===== config.mk =====
export PLATFORM = sky130hd
export DESIGN_NAME = lfsr_stream_ctrl
export DESIGN_NICKNAME = d
export VERILOG_FILES = /design/src/rtl/lfsr_pkg.sv /design/src/rtl/lfsr_stream_ctrl_word_packer.sv /design/src/rtl/lfsr_stream_ctrl.sv
export SDC_FILE = /design/constraint.sdc
export NUM_CORES = 1
export LEC_CHECK = 0
export ABC_AREA = 1
export CORE_MARGIN = 2
export CORE_UTILIZATION = 53
export DETAILED_ROUTE_END_ITERATION = 8
export PLACE_DENSITY = 0.87
export SYNTH_ARGS = -nofsm -noshare
export SYNTH_HDL_FRONTEND = slang
export SYNTH_HIERARCHICAL = 1
export SYNTH_SLANG_ARGS = --single-unit

===== constraint.sdc =====
create_clock -name clk -period 2.4 [get_ports clk]
set_input_delay 0.48 -clock clk [delete_from_list [all_inputs] [get_ports clk]]
set_output_delay 0.48 -clock clk [all_outputs]
set_load 0.01 [all_outputs]

===== src/rtl/lfsr_pkg.sv =====
// lfsr_pkg: shared state encoding and default sizes for the LFSR stream controller.
package lfsr_pkg;
  localparam int STATE_W = 2;
  localparam int DEF_NBITS = 8;
  localparam int DEF_WORD_BITS = 8;
  localparam int DEF_CNT_W = 16;
  typedef enum logic [STATE_W-1:0] {IDLE, LOAD, RUN, DRAIN} state_t;
endpackage


===== src/rtl/lfsr_stream_ctrl_word_packer.sv =====
// lfsr_word_packer: packs serial bits LSB-first into words and holds them on a valid/ready output.
// The LFSR is only enabled when the incoming bit can be stored, so no bit is lost or repeated.
module lfsr_word_packer #(
  parameter int WORD_BITS = 8
) (
  input  logic                 clk,
  input  logic                 rst,
  input  logic                 i_run,
  input  logic                 i_clr,
  input  logic                 i_bit,
  input  logic                 i_ready,
  output logic                 o_en,
  output logic                 o_word_done,
  output logic                 o_valid,
  output logic [WORD_BITS-1:0] o_data
);
  localparam int BW = $clog2(WORD_BITS);
  logic [BW-1:0] r_cnt;
  logic [WORD_BITS-1:0] r_col;
  logic [WORD_BITS-1:0] r_data;
  logic r_valid;
  logic w_last;
  logic w_free;
  assign w_last = r_cnt == BW'(WORD_BITS - 1);
  assign w_free = !r_valid || i_ready;
  // last bit of a word waits until the output register frees
  assign o_en = i_run && !(w_last && !w_free);
  assign o_word_done = o_en && w_last;
  assign o_valid = r_valid;
  assign o_data = r_data;
  always_ff @(posedge clk or posedge rst) begin
    if (rst) begin
      r_cnt <= '0;
      r_col <= '0;
      r_data <= '0;
      r_valid <= 1'b0;
    end else if (i_clr) begin
      r_cnt <= '0;
      r_col <= '0;
      r_valid <= 1'b0;
    end else begin
      if (r_valid && i_ready) r_valid <= 1'b0;
      if (o_en) begin
        r_col <= {i_bit, r_col[WORD_BITS-1:1]};
        r_cnt <= w_last ? '0 : r_cnt + 1'b1;
      end
      if (o_word_done) begin
        r_data <= {i_bit, r_col[WORD_BITS-1:1]};
        r_valid <= 1'b1;
      end
    end
  end
endmodule


===== src/rtl/lfsr_stream_ctrl.sv =====
// lfsr_stream_ctrl: command-driven sequencer that loads an LFSR and streams its output as words.
// Define LFSR_STREAM_CTRL_ZERO_SEED_CHK_EN to reject zero seeds with an err flag.
module lfsr_stream_ctrl
  import lfsr_pkg::*;
#(
  parameter int NBITS = DEF_NBITS,
  parameter int WORD_BITS = DEF_WORD_BITS,
  parameter int CNT_W = DEF_CNT_W
) (
  input  logic                 clk,
  input  logic                 rst,
  input  logic                 cmd_valid,
  output logic                 cmd_ready,
  input  logic [NBITS-1:0]     cmd_tap,
  input  logic [NBITS-1:0]     cmd_seed,
  input  logic [CNT_W-1:0]     cmd_count,
  input  logic                 abort,
  output logic                 lfsr_load,
  output logic                 lfsr_en,
  output logic [NBITS-1:0]     lfsr_tap,
  output logic [NBITS-1:0]     lfsr_seed,
  input  logic                 lfsr_out,
  output logic                 word_valid,
  input  logic                 word_ready,
  output logic [WORD_BITS-1:0] word_data,
  output logic                 busy,
  output logic                 done
`ifdef LFSR_STREAM_CTRL_ZERO_SEED_CHK_EN
  ,
  output logic                 err
`endif
);
  state_t r_state;
  logic [NBITS-1:0] r_tap;
  logic [NBITS-1:0] r_seed;
  logic [CNT_W-1:0] r_count;
  logic [CNT_W-1:0] r_wcnt;
  logic r_done;
  logic w_word_done;
  logic w_zero;
`ifdef LFSR_STREAM_CTRL_ZERO_SEED_CHK_EN
  logic r_err;
  assign w_zero = cmd_seed == '0;
  assign err = r_err;
`else
  assign w_zero = 1'b0;
`endif
  assign cmd_ready = r_state == IDLE;
  assign busy = r_state != IDLE;
  assign lfsr_load = r_state == LOAD;
  assign lfsr_tap = r_tap;
  assign lfsr_seed = r_seed;
  assign done = r_done;
  lfsr_word_packer #(.WORD_BITS(WORD_BITS)) u_packer (
    .clk(clk),
    .rst(rst),
    .i_run(r_state == RUN && !abort),
    .i_clr(abort && r_state != IDLE),
    .i_bit(lfsr_out),
    .i_ready(word_ready),
    .o_en(lfsr_en),
    .o_word_done(w_word_done),
    .o_valid(word_valid),
    .o_data(word_data)
  );
  always_ff @(posedge clk or posedge rst) begin
    if (rst) begin
      r_state <= IDLE;
      r_tap <= '0;
      r_seed <= '0;
      r_count <= '0;
      r_wcnt <= '0;
      r_done <= 1'b0;
`ifdef LFSR_STREAM_CTRL_ZERO_SEED_CHK_EN
      r_err <= 1'b0;
`endif
    end else begin
      r_done <= 1'b0;
      case (r_state)
        IDLE: if (cmd_valid) begin
          r_tap <= cmd_tap;
          r_seed <= cmd_seed;
          r_count <= cmd_count;
          r_wcnt <= '0;
`ifdef LFSR_STREAM_CTRL_ZERO_SEED_CHK_EN
          r_err <= w_zero;
`endif
          if (w_zero || cmd_count == '0) r_done <= 1'b1;
          else r_state <= LOAD;
        end
        LOAD: r_state <= abort ? IDLE : RUN;
        RUN: if (abort) r_state <= IDLE;
        else if (w_word_done) begin
          r_wcnt <= r_wcnt + 1'b1;
          if (r_wcnt == r_count - 1'b1) r_state <= DRAIN;
        end
        DRAIN: if (abort) r_state <= IDLE;
        else if (word_valid && word_ready) begin
          r_done <= 1'b1;
          r_state <= IDLE;
        end
      endcase
    end
  end
endmodule


# Yosys cells after proc, flatten, opt, wreduce, memory -nomap -nowiden

Index checks and enable logic that the tools add are counted.

Output and inout port bits: 30
Flip-flop bits (word level): 71

Equal/unequal tests: 12
Bitwise operators: 1
Mux-type cells: 26
Add/subtract/negate cells: 3
Reduce and logical (&&, ||, !) cells: 21

Operators with widths:

| kind                                                                  | count |
|---|---|
| 16-bit 2-to-1 mux                                                     | 3 |
| 16-bit case mux with 2 select lines                                   | 1 |
| 16-bit by 1-bit adder with 16-bit output (second input constant)      | 1 |
| 16-bit equality test                                                  | 1 |
| 16-bit zero test                                                      | 1 |
| 2-bit 2-to-1 mux                                                      | 8 |
| 8-bit 2-to-1 mux                                                      | 2 |
| 16-bit by 1-bit subtractor with 16-bit output (second input constant) | 1 |
| 3-bit 2-to-1 mux                                                      | 3 |
| 2-bit case mux with 4 select lines                                    | 1 |
| 1-bit 2-to-1 mux                                                      | 7 |
| 1-bit logical AND                                                     | 6 |
| 2-bit != test (second input constant)                                 | 3 |
| 3-bit by 2-bit != test with 1-bit output (second input constant)      | 2 |
| 2-bit nonzero test                                                    | 3 |
| 5-bit AND reduction                                                   | 1 |
| 2-bit equality test (second input constant)                           | 2 |
| 1-bit zero test                                                       | 4 |
| 2-bit AND reduction                                                   | 2 |
| 4-bit AND reduction                                                   | 1 |
| 3-bit by 1-bit adder with 3-bit output (second input constant)        | 1 |
| 3-bit equality test (second input constant)                           | 1 |
| 3-bit != test (second input constant)                                 | 1 |
| 3-bit nonzero test                                                    | 1 |
| other kinds (6)                                                       | 6 |

# Logic depth before layout (Yosys ltp)

Depth in word-level cells: 10
Depth in mapped cells: 20
Mapped depth without buffers: 20

# By module

Netlist, hierarchy kept.

Modules (own cells, without submodules):

| module           | instances | area each (µm²) | sequential area each (µm²) | cells an instance |
|---|---|---|---|---|
| lfsr_stream_ctrl | 1         | 3021.6          | 1276.2                     | 443 |
| lfsr_word_packer | 1         | 869.6           | 475.5                      | 96 |

# Worst setup path before layout

Ideal clock, no wire load.

Path type: register -> register
From: register r_state[0]
To: register r_wcnt[15]
Clock period less this slack: 2.245 ns
Arrival: 2.127 ns
Library setup time: 0.117 ns
Stages on the path, launching flop included: 20
Required time: 2.283 ns
Setup slack: 0.155 ns
Path buffers: 0
Cells stage by stage: dfrtp_1 > inv_1 > ha_1 > inv_1 > nor2_1 > nand2_1 > inv_1 > nand2_1 > inv_1 > nand2_1 > nand2_1 > nand2_1 > clkinv_2 > nand2_4 > nor2_4 > nand3_2 > nor3_2 > nand2_1 > o21ai_1 > nor2_1

Word-level cells in the longest chain between the ends: 6

RTL lines:

| item                                                      | RTL line                           | text |
|---|---|---|
| from (decl)                                               | lfsr_stream_ctrl.sv:33             | `state_t r_state;` |
| from (signal assigned)                                    | lfsr_stream_ctrl.sv:91             | `LOAD: r_state <= abort ? IDLE : RUN;` |
| 2-bit equality test                                       | lfsr_stream_ctrl.sv:57             | `.i_run(r_state == RUN && !abort),` |
| 1-bit logical AND                                         | lfsr_stream_ctrl.sv:57             |  |
| 1-bit logical AND                                         | lfsr_stream_ctrl_word_packer.sv:27 | `assign o_en = i_run && !(w_last && !w_free);` |
| named net lfsr_en                                         | lfsr_stream_ctrl.sv:19             | `output logic lfsr_en,` |
| 1-bit logical AND                                         | lfsr_stream_ctrl_word_packer.sv:28 | `assign o_word_done = o_en && w_last;` |
| named net w_word_done                                     | lfsr_stream_ctrl.sv:39             | `logic w_word_done;` |
| 2-bit by 1-bit != test with 1-bit output (no source line) | n/a                                |  |
| 4-bit AND reduction (no source line)                      | n/a                                |  |
| to (signal assigned)                                      | lfsr_stream_ctrl.sv:94             | `r_wcnt <= r_wcnt + 1'b1;` |
| to (decl)                                                 | lfsr_stream_ctrl.sv:37             | `logic [CNT_W-1:0] r_wcnt;` |

The timed path passes the listed nets, and every way through them passes these cells.
A chain may end at the register's enable or synchronous reset.

# Final worst setup path

From: register r_state[1]
To: output cmd_ready

Word-level cells in the longest chain between the ends: 1

RTL lines:

| item            | RTL line               | text |
|---|---|---|
| 2-bit zero test | lfsr_stream_ctrl.sv:48 | `assign cmd_ready = r_state == IDLE;` |
| to (decl)       | lfsr_stream_ctrl.sv:13 | `output logic cmd_ready,` |

No other way between the ends.

==> results by group <==
Status
  – Outcome: complete, no violations

STA
  – Final period utilization: 96.5%
  – Final setup viols: 0
  – Worst-margin pin slew: 0.701 ns
  – Final hold vios: 0
  – Final Skew: 0.0131 ns
  – Final WS setup: 0.0845 ns
  – F_max: 0.432 GHz
  – Final Max Slew Viols: 0
  – Slew headroom: 53.2%
  – Crit path time final: 2.32 ns
  – RSZ-0062 raised after global routing: true

Routing
  – Vias: 3,811
  – WL final: 10,100 um
  – Metal3 WL: 598 um
  – Post-DR vias/cell: 5.20
  – DRT Pass-1 Iters: 5
  – Routed wire per std cell: 13.8 um
  – Antenna-violating nets left: 0
  – Initial drt markers: 257
  – Remaining DRCs: 0
  – Wl on met1: 4150 um
  – Highest routed layer: met4
  – DR WL met2: 4990 um

Hold path
  – Hold WC Path Type: in2async

Placed design
  – Dpl ws: -0.0628 ns
  – DP Cell Count: 714
  – Gpl congestion: 0.915
  – Dpl cell area: 4790 um2
  – DP HPWL: 7520 um
  – Port buffer count: 67

Floorplan
  – I/O pin count: 68
  – Initial Util: 54.2%
  – Die Span Y: 89.7 um
  – Die area: 8040 um2
  – FP Rows: 31
  – Chip width: 89.7 um
  – Core footprint: 7180 um2

Critical path
  – CP Data Arrival Time: 1.84 ns
  – Crit. End Element: output port
  – Worst Setup Start Kind: register
  – CP max FO: 7
  – Critical Path RT: 1.92 ns
  – Crit Path Class: reg2out

Logic synthesis
  – Post-Synthesis Cells: 539
  – Synth Warn #: 6
  – Synth cell types: 34
  – Async SR Flop Fraction: 100%
  – Seq/Total Area, Yosys: 45.0%
  – Mapped cell area: 3890 um2
  – Ys flop type: dfrtp_1
  – Synthesized area per cell: 7.22 um2
  – Flops & latches, synth: 70
  – EDFF count, synth: 0
  – Net Count, Synth: 585

Clock network
  – Worst-Skew Late Latency: 0.36 ns
  – Root Buffer: clkbuf_8
  – CTS tree: done
  – Clk slew on worst S/H paths: 0.08 ns
  – H-tree Lvls: 3
  – Clock Sinks: 70
  – CTS Buffer Depth: 2
  – Cts bufs inserted: 9

Global route
  – Largest net degree at the start of global routing: 34
  – Vias in the first global route: 3,681
  – Total GRT Usage: 26.7%
  – First-pass GRT wire length: 16,400 um
  – Initial antenna violation count: 0
  – GRT Residual Overflow: 0

Finish
  – Area grow syn2layout: 29.5%
  – Fin area: 5040 um2
  – Share of cells above drive strength 1: 9.94%
  – Diodes inserted: 0
  – Nets: 675
  – Fin cells: 733

Power
  – Pwr dens: 938 nW/um2
  – Tot Pwr: 4.73 mW
  – Peak supply drop: 0.000787 V
  – Static leakage: 2.62 nW

Flow run
  – Max-cap violation count: 0
==> path summary, 6_finish.rpt <==
| path | startpoint | end | slack [ns] | cells after the start |
|---|---|---|---|---|
| max | r_state[1]$_DFFE_PP0P_ | cmd_ready | 0.08 | 3 |
| min | rst | lfsr_seed[6]$_DFFE_PP0P_ | 0.44 | 2 |
| max reg2reg | u_packer/r_cnt[0]$_DFFE_PP0P_ | r_wcnt[15]$_DFFE_PP0P_ | 0.14 | 18 |
| min reg2reg | lfsr_seed[4]$_DFFE_PP0P_ | lfsr_seed[4]$_DFFE_PP0P_ | 0.48 | 2 |
| max in group asynchronous | rst | u_packer/o_data[7]$_DFFE_PP0P_ | 1.38 | 2 |
| min in group clk | lfsr_seed[4]$_DFFE_PP0P_ | lfsr_seed[4]$_DFFE_PP0P_ | 0.48 | 2 |
==> state kept, by name, indices dropped and copies added (netlist names) <==
signal	cells
r_count	16
done	1
u_packer/o_valid	1
r_wcnt	16
u_packer/r_cnt	3
lfsr_seed	8
u_packer/r_col	7
lfsr_tap	8
r_state	2
u_packer/o_data	8
==> cell usage after synthesis, types with 2 or more instances <==
| master | number | area, um2 |
|---|---|---|
| a21oi_1 | 10 | 50.1 |
| buf_2 | 2 | 10.0 |
| clkbuf_1 | 6 | 22.5 |
| dfrtp_1 | 70 | 1750 |
| ha_1 | 8 | 100 |
| inv_1 | 64 | 240 |
| nand2_1 | 203 | 762 |
| nand2_2 | 2 | 12.5 |
| nand3_1 | 45 | 225 |
| nand3_2 | 2 | 20.0 |
| nand3b_1 | 2 | 15.0 |
| nand4_1 | 10 | 62.6 |
| nor2_1 | 53 | 199 |
| nor2_2 | 4 | 25.0 |
| nor2_4 | 2 | 22.5 |
| nor3_1 | 8 | 40.0 |
| nor3b_1 | 2 | 15.0 |
| o21ai_0 | 19 | 95.1 |
| o21ai_1 | 2 | 10.0 |
| xnor2_1 | 4 | 35.0 |
| xor2_1 | 8 | 70.1 |
==> timing repair <==
| action | in CTS | in global routing |
|---|---|---|
| endpoints found under the setup margin | 1 | 12 |
| pin swaps | 0 | 7 |
| gates resized for setup | 1 | 11 |
| endpoints found under the hold margin | 0 | 0 |
| cloned | 0 | 0 |
| buffers inserted | 0 | 3 |
| hold buffers | 0 | 0 |
==> worst max-delay path, cell delays in order, from the launching register on <==
cell and delay, ns:
dfrtp_1 0.43, inv_1 0.10, ha_1 0.33, clkdlybuf4s50_1 0.61
==> cell type report <==
class	instances	area, um2
Clock buffer	9	124
Clock inverter	7	72.6
Fill cell	577	2130
Inverter	67	253
Multi-Input combinational cell	392	1870
Sequential cell	70	1750
Tap cell	99	124
Timing Repair Buffer	89	847
==> power breakdown <==
group          internal, mW  switching, mW
Combinational         0.846           1.16
Clock                 0.481          0.483
Sequential             1.47          0.285
==> per-stage QoR <==
stage	setup TNS, ns	utilization (%)	hold WS, ns
floorplan	0	-	0.431
global placement	-0.0366	66.7	0.456
detailed placement	-0.322	66.7	0.465
CTS	0	69.5	0.450
global route	-0.105	70.3	0.473
finish	0	70.3	0.443
==> cells by family (layout without fill, tap and decap cells) <==
| family | count (synthesis) | count (layout) | synth area share (%) |
|---|---|---|---|
| flip-flops | 70 | 70 | 45.0 |
| AO/OA/AOI/OAI | 36 | 36 | 4.95 |
| XOR/XNOR | 12 | 12 | 2.70 |
| AND/OR/NAND/NOR | 336 | 336 | 36.9 |
| buffers and inverters | 77 | 172 | 7.81 |
| adder cells (fa/ha/maj) | 8 | 8 | 2.57 |
==> cell usage in the layout (no fill, tap or decap), types with 6 or more instances in the layout <==
cell type	count
a21oi_1	10
clkbuf_8	9
nor2_2	6
o21ai_0	19
nor3_1	8
clkdlybuf4s50_1	66
nand2_1	203
buf_4	21
inv_1	61
dfrtp_1	70
nor2_1	50
ha_1	6
nand4_1	10
xor2_1	8
nand3_1	43
==> layer usage <==
metal	vias to the layer above	global-route usage [%]
li1	1867	-
met1	1775	32.1
met2	136	44.7
met3	33	6.03
met4	0	14.1
met5	-	0
(Power assumes the default switching activity.)
